<file path="config.mk">
export PLATFORM = sky130hd
export DESIGN_NAME = aqp_clken_gen_flat
export DESIGN_NICKNAME = d
export VERILOG_FILES = /design/src/rtl/aqp_clken_gen_if.sv /design/src/rtl/aqp_clken_gen.sv /design/src/flat_wrapper.sv
export SDC_FILE = /design/constraint.sdc
export NUM_CORES = 1
export LEC_CHECK = 0
export ABC_AREA = 1
export CORE_MARGIN = 10
export CORE_UTILIZATION = 55
export CTS_BUF_LIST = sky130_fd_sc_hd__clkbuf_4 sky130_fd_sc_hd__clkbuf_8
export CTS_CLUSTER_DIAMETER = 120
export DETAILED_ROUTE_END_ITERATION = 6
export GPL_TIMING_DRIVEN = 0
export PLACE_DENSITY = 0.72
export SLEW_MARGIN = 20
export SYNTH_ARGS = -nofsm -noshare
export SYNTH_HDL_FRONTEND = slang
export SYNTH_SLANG_ARGS = --single-unit
export TNS_END_PERCENT = 5
</file>
<file path="constraint.sdc">
create_clock -name clk -period 7.9 [get_ports clk]
set_input_delay 0.79 -clock clk [delete_from_list [all_inputs] [get_ports clk]]
set_output_delay 0.79 -clock clk [all_outputs]
set_load 0.05 [all_outputs]
</file>
<file path="src/rtl/aqp_clken_gen_if.sv">
// Bus bundle for aqp_clken_gen: lock input, increment write port,
// channel controls and the registered enable outputs.
interface aqp_clken_gen_if #(
    parameter int NUM_CH = 4,
    parameter int ACC_W  = 24
);
    localparam int CH_W = (NUM_CH > 1) ? $clog2(NUM_CH) : 1;

    logic              locked_in;
    logic              ready;
    logic              wr_en;
    logic [CH_W-1:0]   wr_ch;
    logic [ACC_W-1:0]  wr_inc;
    logic [NUM_CH-1:0] ch_en;
    logic              sync;
    logic [NUM_CH-1:0] clken;

    modport master (
        output locked_in, wr_en, wr_ch, wr_inc, ch_en, sync,
        input  ready, clken
    );

    modport slave (
        input  locked_in, wr_en, wr_ch, wr_inc, ch_en, sync,
        output ready, clken
    );
endinterface

</file>
<file path="src/rtl/aqp_clken_gen.sv">
// Multi-channel fractional clock-enable generator. Each channel adds its
// increment into a phase accumulator every cycle and pulses clken on carry,
// giving a rate of f_clk * inc / 2^ACC_W. Nothing runs until the upstream
// lock has been stable for LOCK_CYCLES consecutive cycles.
module aqp_clken_gen #(
    parameter int NUM_CH      = 4,
    parameter int ACC_W       = 24,
    parameter int LOCK_CYCLES = 1024
) (
    input  logic            clk,
    input  logic            reset,
    aqp_clken_gen_if.slave  bus
);
    localparam int CH_W  = (NUM_CH > 1) ? $clog2(NUM_CH) : 1;
    localparam int CNT_W = (LOCK_CYCLES > 1) ? $clog2(LOCK_CYCLES) : 1;
    localparam logic [CNT_W-1:0] LOCK_LAST = CNT_W'(LOCK_CYCLES - 1);

    typedef enum logic [1:0] {
        WAIT_LOCK = 2'd0,
        STABILIZE = 2'd1,
        RUN       = 2'd2
    } state_t;

    state_t            state;
    state_t            next_state;
    logic [CNT_W-1:0]  cnt;
    logic [CNT_W-1:0]  cnt_next;

    logic              ready_q;
    logic              ready_next;
    logic              stay_run;

    logic [ACC_W-1:0]  inc [NUM_CH];
    logic [ACC_W-1:0]  acc [NUM_CH];
    logic [NUM_CH-1:0] clken_q;

    // Lock state machine register and its stabilisation counter
    always_ff @(posedge clk or posedge reset) begin
        if (reset) begin
            state <= WAIT_LOCK;
            cnt   <= '0;
        end else begin
            state <= next_state;
            cnt   <= cnt_next;
        end
    end

    // Lock qualification: any dropped cycle of locked_in restarts the wait
    always_comb begin
        next_state = state;
        cnt_next   = cnt;
        case (state)
            WAIT_LOCK: begin
                if (bus.locked_in) begin
                    next_state = STABILIZE;
                    cnt_next   = '0;
                end
            end
            STABILIZE: begin
                if (!bus.locked_in) begin
                    next_state = WAIT_LOCK;
                    cnt_next   = '0;
                end else if (cnt == LOCK_LAST) begin
                    next_state = RUN;
                end else begin
                    cnt_next = cnt + 1'b1;
                end
            end
            RUN: begin
                if (!bus.locked_in) begin
                    next_state = WAIT_LOCK;
                end
            end
            default: begin
                next_state = WAIT_LOCK;
                cnt_next   = '0;
            end
        endcase
    end

    // Accumulators only advance on edges that both start and end in RUN,
    // so entering RUN always begins from a zero phase
    always_comb begin
        ready_next = (next_state == RUN);
        stay_run   = (state == RUN) && (next_state == RUN);
    end

    // ready mirrors RUN as a register so it changes on the same edge as the state
    always_ff @(posedge clk or posedge reset) begin
        if (reset) begin
            ready_q <= 1'b0;
        end else begin
            ready_q <= ready_next;
        end
    end

    genvar gi;
    generate
        for (gi = 0; gi < NUM_CH; gi++) begin : g_ch
            logic             wr_hit;
            logic [ACC_W:0]   sum;

            assign wr_hit = bus.wr_en && (bus.wr_ch == CH_W'(gi));
            assign sum    = {1'b0, acc[gi]} + {1'b0, inc[gi]};

            // Increment register; out-of-range channel indices match no channel
            always_ff @(posedge clk or posedge reset) begin
                if (reset) begin
                    inc[gi] <= '0;
                end else if (wr_hit) begin
                    inc[gi] <= bus.wr_inc;
                end
            end

            // Phase accumulator: carry out of the add is the enable pulse
            always_ff @(posedge clk or posedge reset) begin
                if (reset) begin
                    acc[gi]     <= '0;
                    clken_q[gi] <= 1'b0;
                end else if (!stay_run || bus.sync || !bus.ch_en[gi]) begin
                    acc[gi]     <= '0;
                    clken_q[gi] <= 1'b0;
                end else begin
                    acc[gi]     <= sum[ACC_W-1:0];
                    clken_q[gi] <= sum[ACC_W];
                end
            end
        end
    endgenerate

    assign bus.ready = ready_q;
    assign bus.clken = clken_q;
endmodule

</file>
<file path="src/flat_wrapper.sv">
// flat-port wrapper written by rule: the top's interface ports become plain ports
module aqp_clken_gen_flat 
#(
    parameter int NUM_CH      = 4,
    parameter int ACC_W       = 24,
    parameter int LOCK_CYCLES = 1024
)
  (clk, reset, bus_locked_in, bus_wr_en, bus_wr_ch, bus_wr_inc, bus_ch_en, bus_sync, bus_ready, bus_clken);
  aqp_clken_gen_if #(.NUM_CH(NUM_CH), .ACC_W(ACC_W)) bus_i ();
  input  logic clk;
  input  logic reset;
  input wire logic [$bits(bus_i.locked_in)-1:0] bus_locked_in;
  input wire logic [$bits(bus_i.wr_en)-1:0] bus_wr_en;
  input wire logic [$bits(bus_i.wr_ch)-1:0] bus_wr_ch;
  input wire logic [$bits(bus_i.wr_inc)-1:0] bus_wr_inc;
  input wire logic [$bits(bus_i.ch_en)-1:0] bus_ch_en;
  input wire logic [$bits(bus_i.sync)-1:0] bus_sync;
  output wire logic [$bits(bus_i.ready)-1:0] bus_ready;
  output wire logic [$bits(bus_i.clken)-1:0] bus_clken;
  assign bus_i.locked_in = bus_locked_in;
  assign bus_i.wr_en = bus_wr_en;
  assign bus_i.wr_ch = bus_wr_ch;
  assign bus_i.wr_inc = bus_wr_inc;
  assign bus_i.ch_en = bus_ch_en;
  assign bus_i.sync = bus_sync;
  assign bus_ready = bus_i.ready;
  assign bus_clken = bus_i.clken;
  aqp_clken_gen #(.NUM_CH(NUM_CH), .ACC_W(ACC_W), .LOCK_CYCLES(LOCK_CYCLES)) u_core (.clk(clk), .reset(reset), .bus(bus_i));
endmodule
</file>
; ---- Word-level counts from Yosys, hierarchy flattened
; Index checks and enable logic that the tools add are counted.
[totals]
register_bits = 209
latch_bits = 0
mem_bits_rw = 0
romBits = 0
out_inout_bits = 5
elab_cells = 65
memories = 0
[classes]
n_addsub = 5
n_mul = 0
n_div = 0
magnitude_cmp = 0
eq_ne = 9
shifts = 0
muxes = 17
n_bitwise = 1
reduce_logical = 18
[ops]
columns = operator, n
row1 = $add 24x24->25, 4
row2 = $mux 24, 4
row3 = $mux 10, 3
row4 = $pmux 10 s3, 1
row5 = $add 10x1->10 const B, 1
row6 = $eq 10x10->1 const B, 1
row7 = $eq 2x2->1 const B, 4
row8 = $mux 2, 4
row9 = $pmux 2 s3, 1
row10 = $logic_and 1x1->1, 5
row11 = $logic_not 1->1, 5
row12 = $logic_or 1x1->1, 5
row13 = $eq 2x1->1 const B, 2
row14 = $logic_not 2->1, 2
row15 = $mux 1, 4
row16 = $ne 3x3->1 const B, 1
row17 = $reduce_and 3->1, 1
row18 = $ne 2x2->1 const B, 1
row19 = $not 1->1, 1

; ---- Depth between registers and ports, before layout
; Gate-level depths: netlist (run 1).
[logic_depth]
depth_word = 10
ltp_mapped = 14
ltp_nobuf = 14

; ---- Worst setup path before layout (run 1)
; OpenSTA, ideal clock, no wires.
[synth_path]
kind = reg2reg
startpoint = register u_core.inc[48] in the netlist's numbering
endpoint = register u_core.acc[64] in the netlist's numbering
setup_time_ps = 117
t_arrival_ps = 1674
path_slack_ps = 6109
path_stages_with_launch = 14
synth_period_minus_slack_ps = 1791
path_cell_list = dfrtp_1 ha_1 inv_1 fa_1 inv_1 nand3_1 nand3_1 nand2_1 nand2_1 nand2_1 nand2_1 nand2_1 nand2_1 nor2_1
[synth_via]
elab_chain_cells = 2
[synth_rtl]
columns = item, line_no
row1 = start: declaration, aqp_clken_gen.sv:33  ; logic [ACC_W-1:0] inc [NUM_CH];
row2 = start signal: indexed assignment, aqp_clken_gen.sv:111  ; inc[gi] <= bus.wr_inc;
row3 = $add 24x24->25, aqp_clken_gen.sv:104  ; assign sum = {1'b0, acc[gi]} + {1'b0, inc[gi]};
row4 = $mux 24, aqp_clken_gen.sv:120  ; end else if (!stay_run || bus.sync || !bus.ch_en[gi]) begin
row5 = end signal: indexed assignment, aqp_clken_gen.sv:124  ; acc[gi] <= sum[ACC_W-1:0];
row6 = end: declaration, aqp_clken_gen.sv:34  ; logic [ACC_W-1:0] acc [NUM_CH];
; Every way passes these cells.
; A chain may end at the register's enable or synchronous reset.

; ---- Final worst setup path (run 1)
[layout_path]
startpoint = register u_core.clken_q[1], in the netlist u_core.bus.clken[1]
endpoint = output port bus_clken[1]
[layout_lines]
columns = item, line_no
row1 = start: declaration, aqp_clken_gen.sv:35  ; logic [NUM_CH-1:0] clken_q;
row2 = start signal: indexed assignment, aqp_clken_gen.sv:125  ; clken_q[gi] <= sum[ACC_W];
row3 = end: declaration, flat_wrapper.sv:19  ; output wire logic [$bits(bus_i.clken)-1:0] bus_clken;
; No word-level cell between the ends.

==> results.py, run 1 <==
metrics = {
    "logic_synthesis": {
        "synthCells": 2122,
        "ys.flop_type": "dfrtp_1",
        "syn_area_mm2": 0.0141,
        "synth.distinct_cells": 40,
        "synth_seq_cells": 209,
        "synth_edf_count": 0,
        "ys_warn_count": 0,
        "syn_nets": 2258,
        "netlist_top_cells_area": "dfrtp_1 (37%), nand2_1 (20%), inv_1 (10%)",
        "ys_seq_area_share_pct": 37.0,
        "avgSynthCellArea_um2": 6.65,
        "synth_top_area_share_pct": 37.0,
        "async_flop_share_pct": 100,
        "yosysTopAreaCell": "dfrtp_1",
    },
    "timing": {
        "worst_pin_slew_ns": 0.618,
        "finalCriticalPeriod_ns": 2.45,
        "maxSlewViolCount": 0,
        "finalClockSkew_ns": 0.0301,
        "slew_headroom_pct": 58.8,
        "period_share_pct": 31.0,
        "hold_viol_final": 0,
        "fmax_mhz": 409,
        "setup_violations": 0,
        "rsz0062_at_grt": "false",
    },
    "worst_setup_path": {
        "crit_chain": "clkdlybuf4s50_1",
        "cp_max_fo": 1,
        "critical-path-slowest-cell": "clkdlybuf4s50_1",
        "cpPeakStageDelay_ns": 0.79,
        "path_depth": 1,
        "crit_required_ns": 7.11,
        "crit_buf_inv": 1,
        "criticalPathCategory": "flip-flop to primary output",
        "start_kind": "flip-flop",
        "crit_family": "buffers and inverters",
        "cp.arrival_ns": 1.66,
        "worst_setup_path_end_kind": "primary output",
        "r2r_cells": 12,
    },
    "status": {
        "status": "complete, no violations",
    },
    "floorplanning": {
        "die_x_um": 180,
        "die_h_um": 180,
        "ios": 40,
        "fp.coreArea_mm2": 0.0253,
        "die_area_mm2": 0.0325,
        "rows": 58,
        "start_util_pct": 55.9,
    },
    "cells_and_area": {
        "layout-drive-gt1-share_pct": 4.76,
        "instances_no_fill": 2560,
        "seq_area_mm2": 0.00523,
        "area_delta_synth_final_pct": 12.5,
        "n_fill_cell": 2323,
        "multi_input_area_mm2": 0.00727,
        "fin_area_mm2": 0.0159,
        "nNetsFinal": 2339,
    },
    "clocking": {
        "cts_hold_buffers": 0,
        "cts_resized": 0,
        "path_clk_slew_ns": 0.06,
        "htree_num_levels": 2,
        "cts_root_buf": "clkbuf_8",
        "clk_latency_ns": 0.55,
        "cts_tree": "built",
        "clock_sinks": 209,
        "cts_buffer_depth": 3,
        "numCtsBuffers": 38,
        "post_cts_buffers": 0,
    },
    "placed_design": {
        "io_buffer_count": 39,
        "placed_cell_area_mm2": 0.0150,
        "globalplace.congestion": 0.956,
        "dp_hpwl_um": 28900,
        "dp.cells": 2493,
    },
    "routing": {
        "ant_nets": 0,
        "detail_route.vias_per_cell": 5.13,
        "drc": 0,
        "wire_per_inst_um": 14.7,
        "drt_wl_total_um": 37600,
        "first_iter_violations": 897,
        "dr_total_vias": 13121,
        "firstDrtPassIters": 7,
    },
    "global_routing": {
        "antenna_found_initial": 1,
        "grt-ovfl-total": 0,
        "grt_pass1_wl_um": 62200,
        "grt_max_degree": 85,
        "track_usage_pct": 22.9,
        "grt_pass1_vias": 12783,
    },
    "flow_run": {
        "cap_violations": 0,
    },
    "min_path": {
        "hold_path_class": "flip-flop to flip-flop",
        "min_path_cells": 2,
    },
    "power_and_ir_drop": {
        "irDropWorstVdd_mv": 0.131,
        "leakagePower_uw": 0.00925,
        "power_density_mw_per_mm2": 180,
    },
}
## tightest hold or removal path, stage by stage (launching register included)
cell and delay (ns):
dfrtp_1 0.34, nand2_1 0.05, o21ai_0 0.06
## cells in the mapped netlist, types with 2 or more instances
master and instances:
dfrtp_1 209, buf_6 2, nor2_1 203, o21ai_1 21
o31ai_1 3, and2_1 3, nor3_1 13, nor3_2 2
nor2_2 7, nand2_1 753, inv_1 389, nand4_1 21
buf_1 4, nand3b_1 10, ha_1 97, buf_4 5
nand3_1 111, nand2_2 2, a21oi_1 101, xor2_1 2
xnor2_1 9, nor3b_2 2, inv_2 3, fa_1 4
buf_2 4, nand2_4 4, clkbuf_1 12, o21ai_0 114
## flip-flops by register name, summed over array words and instances (netlist names)
register,count
u_core.acc,96
u_core.bus.clken,4
u_core.bus.ready,1
u_core.cnt,10
u_core.inc,96
u_core.state,2
## stage by stage
| step | hold slack (ns) | power, uW | TNS (ns) | util (%) | setup slack, ns |
|---|---|---|---|---|---|
| 4_1_cts | 0.497 | 2880 | 0 | 62.9 | 5.41 |
| 3_5_place_dp | 0.480 | 1660 | 0 | 59.3 | 5.29 |
| 6_report | 0.490 | 2860 | 0 | 62.9 | 5.45 |
| 5_1_grt | 0.517 | 3000 | 0 | 62.9 | 5.38 |
| 2_1_floorplan | 0.457 | 1520 | 0 | - | 1.40 |
| 3_3_place_gp | 0.471 | 1640 | -277.54 | 59.1 | -1.34 |
## power breakdown
group,internal (uW),switching (uW),total (uW)
sequential,1150,67.1,1220
combinational,149,280,429
clock,736,480,1220
## kinds of logic (layout without fill, tap and decap cells)
| family | after synthesis | in the layout | synth area share, % |
|---|---|---|---|
| DFF | 209 | 209 | 37.0 |
| AOI/OAI and AO/OA | 243 | 243 | 8.75 |
| other | 0 | 1 | 0 |
| xor gates and xnor gates | 11 | 11 | 0.682 |
| and+or+nand+nor | 1138 | 1138 | 32.9 |
| buffers and inverters | 420 | 527 | 11.4 |
| adders and majority gates | 101 | 101 | 9.16 |
## final cells by class
| class | count | share of cell area, % |
|---|---|---|
| Inverter | 393 | 9.34 |
| Multi-Input combinational cell | 1493 | 45.8 |
| Buffer | 27 | 0.882 |
| Sequential cell | 209 | 32.9 |
| Timing Repair Buffer | 41 | 2.80 |
| Clock inverter | 14 | 1.28 |
| Antenna cell | 1 | 0.0158 |
| Tap cell | 330 | 2.60 |
| Clock buffer | 52 | 4.39 |
## worst paths after layout
check | from | endpoint | slack (ns)
max | u_core.bus.clken[1] | bus_clken[1] | 5.45
min | u_core.inc[24] | u_core.inc[24] | 0.49
max reg2reg | u_core.inc[72] | u_core.acc[84] | 5.72
min reg2reg | u_core.inc[24] | u_core.inc[24] | 0.49
max in group asynchronous | reset | u_core.acc[41] | 6.15
min in group asynchronous | reset | u_core.inc[25] | 0.64
## metal layers
layer / share of wire [%] / track usage, %
met2: 46 / 37.8
met4: 3.4 / 8.53
met5: 0 / 0
met3: 5.0 / 3.63
met1: 46 / 29.5
## placed cells by master (no fill, tap or decap), drive strengths merged
master	Yosys	layout
a22oi	1	1
inv	392	392
xor2	2	2
o211ai	1	1
clkinvlp	0	3
dfrtp	209	209
nor3	15	15
fa	4	4
nor4	1	1
nor2	212	212
buf	15	17
clkbuf	12	64
clkdlybuf4s50	0	39
clkinv	1	7
o21bai	1	1
bufinv	0	5
nand3b	10	10
nor3b	2	2
xnor2	9	9
a21oi	101	101
nand3	112	112
nand4	21	21
or2	2	2
and2	4	4
o21ai	136	136
ha	97	97
nand2	759	759
diode	0	1
o31ai	3	3
Power figures use the tool's default switching activity.
==> inputs of run 2 (changes only) <==
--- a/config.mk
+++ b/config.mk
@@ -12,7 +12,7 @@
 export CTS_CLUSTER_DIAMETER = 120
 export DETAILED_ROUTE_END_ITERATION = 6
 export GPL_TIMING_DRIVEN = 0
-export PLACE_DENSITY = 0.72
+export PLACE_DENSITY = 0.75
 export SLEW_MARGIN = 20
 export SYNTH_ARGS = -nofsm -noshare
 export SYNTH_HDL_FRONTEND = slang
==> constraint.sdc (replaced) <==
create_clock -name clk -period 2.15 [get_ports clk]
set_input_delay 0.215 -clock clk [delete_from_list [all_inputs] [get_ports clk]]
set_output_delay 0.215 -clock clk [all_outputs]
set_load 0.05 [all_outputs]
==> results.py, run 2 (same netlist as run 1, synthesis figures left out) <==
metrics = {
    "placed_design": {
        "dp_hpwl_um": 29600,
        "dp.cells": 2498,
        "globalplace.congestion": 0.957,
        "io_buffer_count": 39,
    },
    "routing": {
        "drt_wl_total_um": 38100,
        "highest_layer": "met4",
        "drc": 0,
        "dr_total_vias": 13225,
        "ant_nets": 0,
        "wl_met2_um": 17200,
        "drt-met1-wl_um": 17300,
        "detail_route.vias_per_cell": 5.14,
        "firstDrtPassIters": 5,
        "wire_per_inst_um": 14.8,
        "first_iter_violations": 944,
        "dr_wl_met3_um": 2250,
    },
    "power_and_ir_drop": {
        "comb_power_share_pct": 15.4,
        "leakagePower_uw": 0.00933,
        "clock_power_share_pct": 41.5,
        "seqPwrFrac_pct": 43.1,
        "swShare_pct": 29.6,
        "p_sw_uw": 3080,
        "p_int_uw": 7310,
        "irDropWorstVdd_mv": 0.548,
        "power_density_mw_per_mm2": 648,
    },
    "timing": {
        "rsz0062_at_grt": "true",
        "worst_pin_slew_ns": 0.543,
        "period_share_pct": 94.9,
        "setup_violations": 0,
        "finalClockSkew_ns": 0.0211,
        "tns_ns": 0,
        "maxSlewViolCount": 0,
        "slew_headroom_pct": 63.8,
        "hold_viol_final": 0,
        "fmax_mhz": 490,
        "finalCriticalPeriod_ns": 2.04,
    },
    "cells_and_area": {
        "instances_no_fill": 2571,
        "final_common_cell": "nand2_1",
        "layout-drive-gt1-share_pct": 5.98,
        "diodes": 0,
        "top_regs": "u_core.acc x96, u_core.inc x96, u_core.cnt x10",
        "nNetsFinal": 2347,
        "final_cell_mix": "nand2_1 (751), inv_1 (385), dfrtp_1 (209)",
        "area_delta_synth_final_pct": 13.6,
        "n_fill_cell": 2322,
    },
    "worst_setup_path": {
        "r2r_cells": 12,
        "start_kind": "flip-flop",
        "crit_family": "simple AND/OR/NAND/NOR gates",
        "critical-path-slowest-cell": "fa_1",
        "crit_buf_inv": 2,
        "crit_required_ns": 2.61,
        "path_depth": 12,
        "cpPeakStageDelay_ns": 0.41,
        "crit_chain": "ha_2 -> inv_1 -> fa_1 -> inv_1 -> nand3_1 -> nand3_2 -> nand2_1 -> nand3_2 -> nand2_1 -> nand3_1 -> nand2_1 -> nor2_1",
        "cp_max_fo": 5,
        "criticalPathCategory": "flip-flop to flip-flop",
        "worst_setup_path_end_kind": "flip-flop",
        "cp.arrival_ns": 2.50,
        "worst_path_most_repeated_cell": "nand2_1",
    },
    "min_path": {
        "hold_path_class": "primary input to flip-flop",
        "min_path_cells": 3,
    },
    "flow_run": {
        "cap_violations": 0,
    },
    "clocking": {
        "cts_root_buf": "clkbuf_8",
        "htree_num_levels": 2,
        "numCtsBuffers": 39,
        "cts_buffer_depth": 3,
        "clock_sinks": 209,
        "cts_tree": "built",
        "path_clk_slew_ns": 0.06,
        "clk_latency_ns": 0.56,
    },
    "global_routing": {
        "grt_max_degree": 35,
        "grt_pass1_wl_um": 62200,
        "antenna_found_initial": 0,
        "track_usage_pct": 23.0,
        "grt_pass1_vias": 12665,
        "grt-ovfl-total": 0,
    },
    "floorplanning": {
        "die_h_um": 180,
        "rows": 58,
        "start_util_pct": 55.9,
        "fp.coreArea_mm2": 0.0253,
        "die_x_um": 180,
        "ios": 40,
        "die_area_mm2": 0.0325,
    },
    "status": {
        "status": "complete, no violations",
    },
}
==> run 2: cell types whose count changed in the layout (fill, tap and decap cells not counted), moves of 3 or more <==
cell,change
nand3_2,+7
nand3_1,-7
bufinv_16,-3
clkbuf_4,+5
buf_12,+6
ha_2,+3
inv_1,-3
inv_2,+3
ha_1,-4
==> run 2: repair_timing <==
action | 4_1_cts | 5_1_grt
buffers inserted | 0 | 1
endpoints found under the hold margin | 12 | 0
hold buffers | 1 | 0
setup endpoints to repair | 6 | 14
resized for setup | 5 | 13
==> run 2: worst register-to-register path: cells and delay by family, from the launching register on <==
family / cells / cell delay (ns)
AND/OR/NAND/NOR: 8 / 0.76
adder cells (fa/ha/maj): 2 / 0.63
flip-flops: 1 / 0.39
buffers and inverters: 2 / 0.18
==> run 2: worst paths after layout <==
path / start / to / slack, ns
max: u_core.inc[24] / u_core.acc[40] / 0.11
min: bus_ch_en[2] / u_core.acc[27] / 0.32
max reg2reg: u_core.inc[24] / u_core.acc[40] / 0.11
min reg2reg: u_core.inc[95] / u_core.inc[95] / 0.49
max in group asynchronous: reset / u_core.acc[31] / 0.41
min in group asynchronous: reset / u_core.acc[1] / 0.53
==> run 2: power by group through the flow <==
stage	Combinational [uW]	Clock, uW	Sequential [uW]
finish	1600	4310	4480
global route	1840	4570	4510
CTS	1590	4380	4470
detailed placement	1580	0	4530
global placement	1500	0	4530
floorplan	1150	0	4420
==> run 2: layer usage <==
layer	vias to the layer above	track usage (%)
met3	78	3.84
met4	0	9.22
met1	6052	30.1
li1	6751	-
met2	344	37.2
met5	-	0
==> run 2: layout make-up <==
| class | count | area, um2 | area share [%] |
|---|---|---|---|
| inverter | 393 | 1480 | 9.23 |
| tap | 330 | 413 | 2.58 |
| multi-input combinational | 1493 | 7330 | 45.7 |
| clock buffer | 59 | 762 | 4.75 |
| clock inverter | 12 | 118 | 0.734 |
| timing repair buffer | 48 | 556 | 3.46 |
| sequential | 209 | 5230 | 32.6 |
| buffer | 27 | 140 | 0.874 |
==> run 2: through the flow <==
stage	power (uW)	hold WS (ns)	setup WS [ns]	area [um2]	util (%)
after CTS	10400	0.301	0.00745	16000	63.3
after floorplan	5570	0.363	-0.779	14100	-
after global placement	6020	0.475	-2.49	14900	59.1
after detailed placement	6110	0.481	-0.0449	15100	59.7
final	10400	0.323	0.109	16000	63.5
after global routing	10900	0.322	-0.0272	16000	63.5
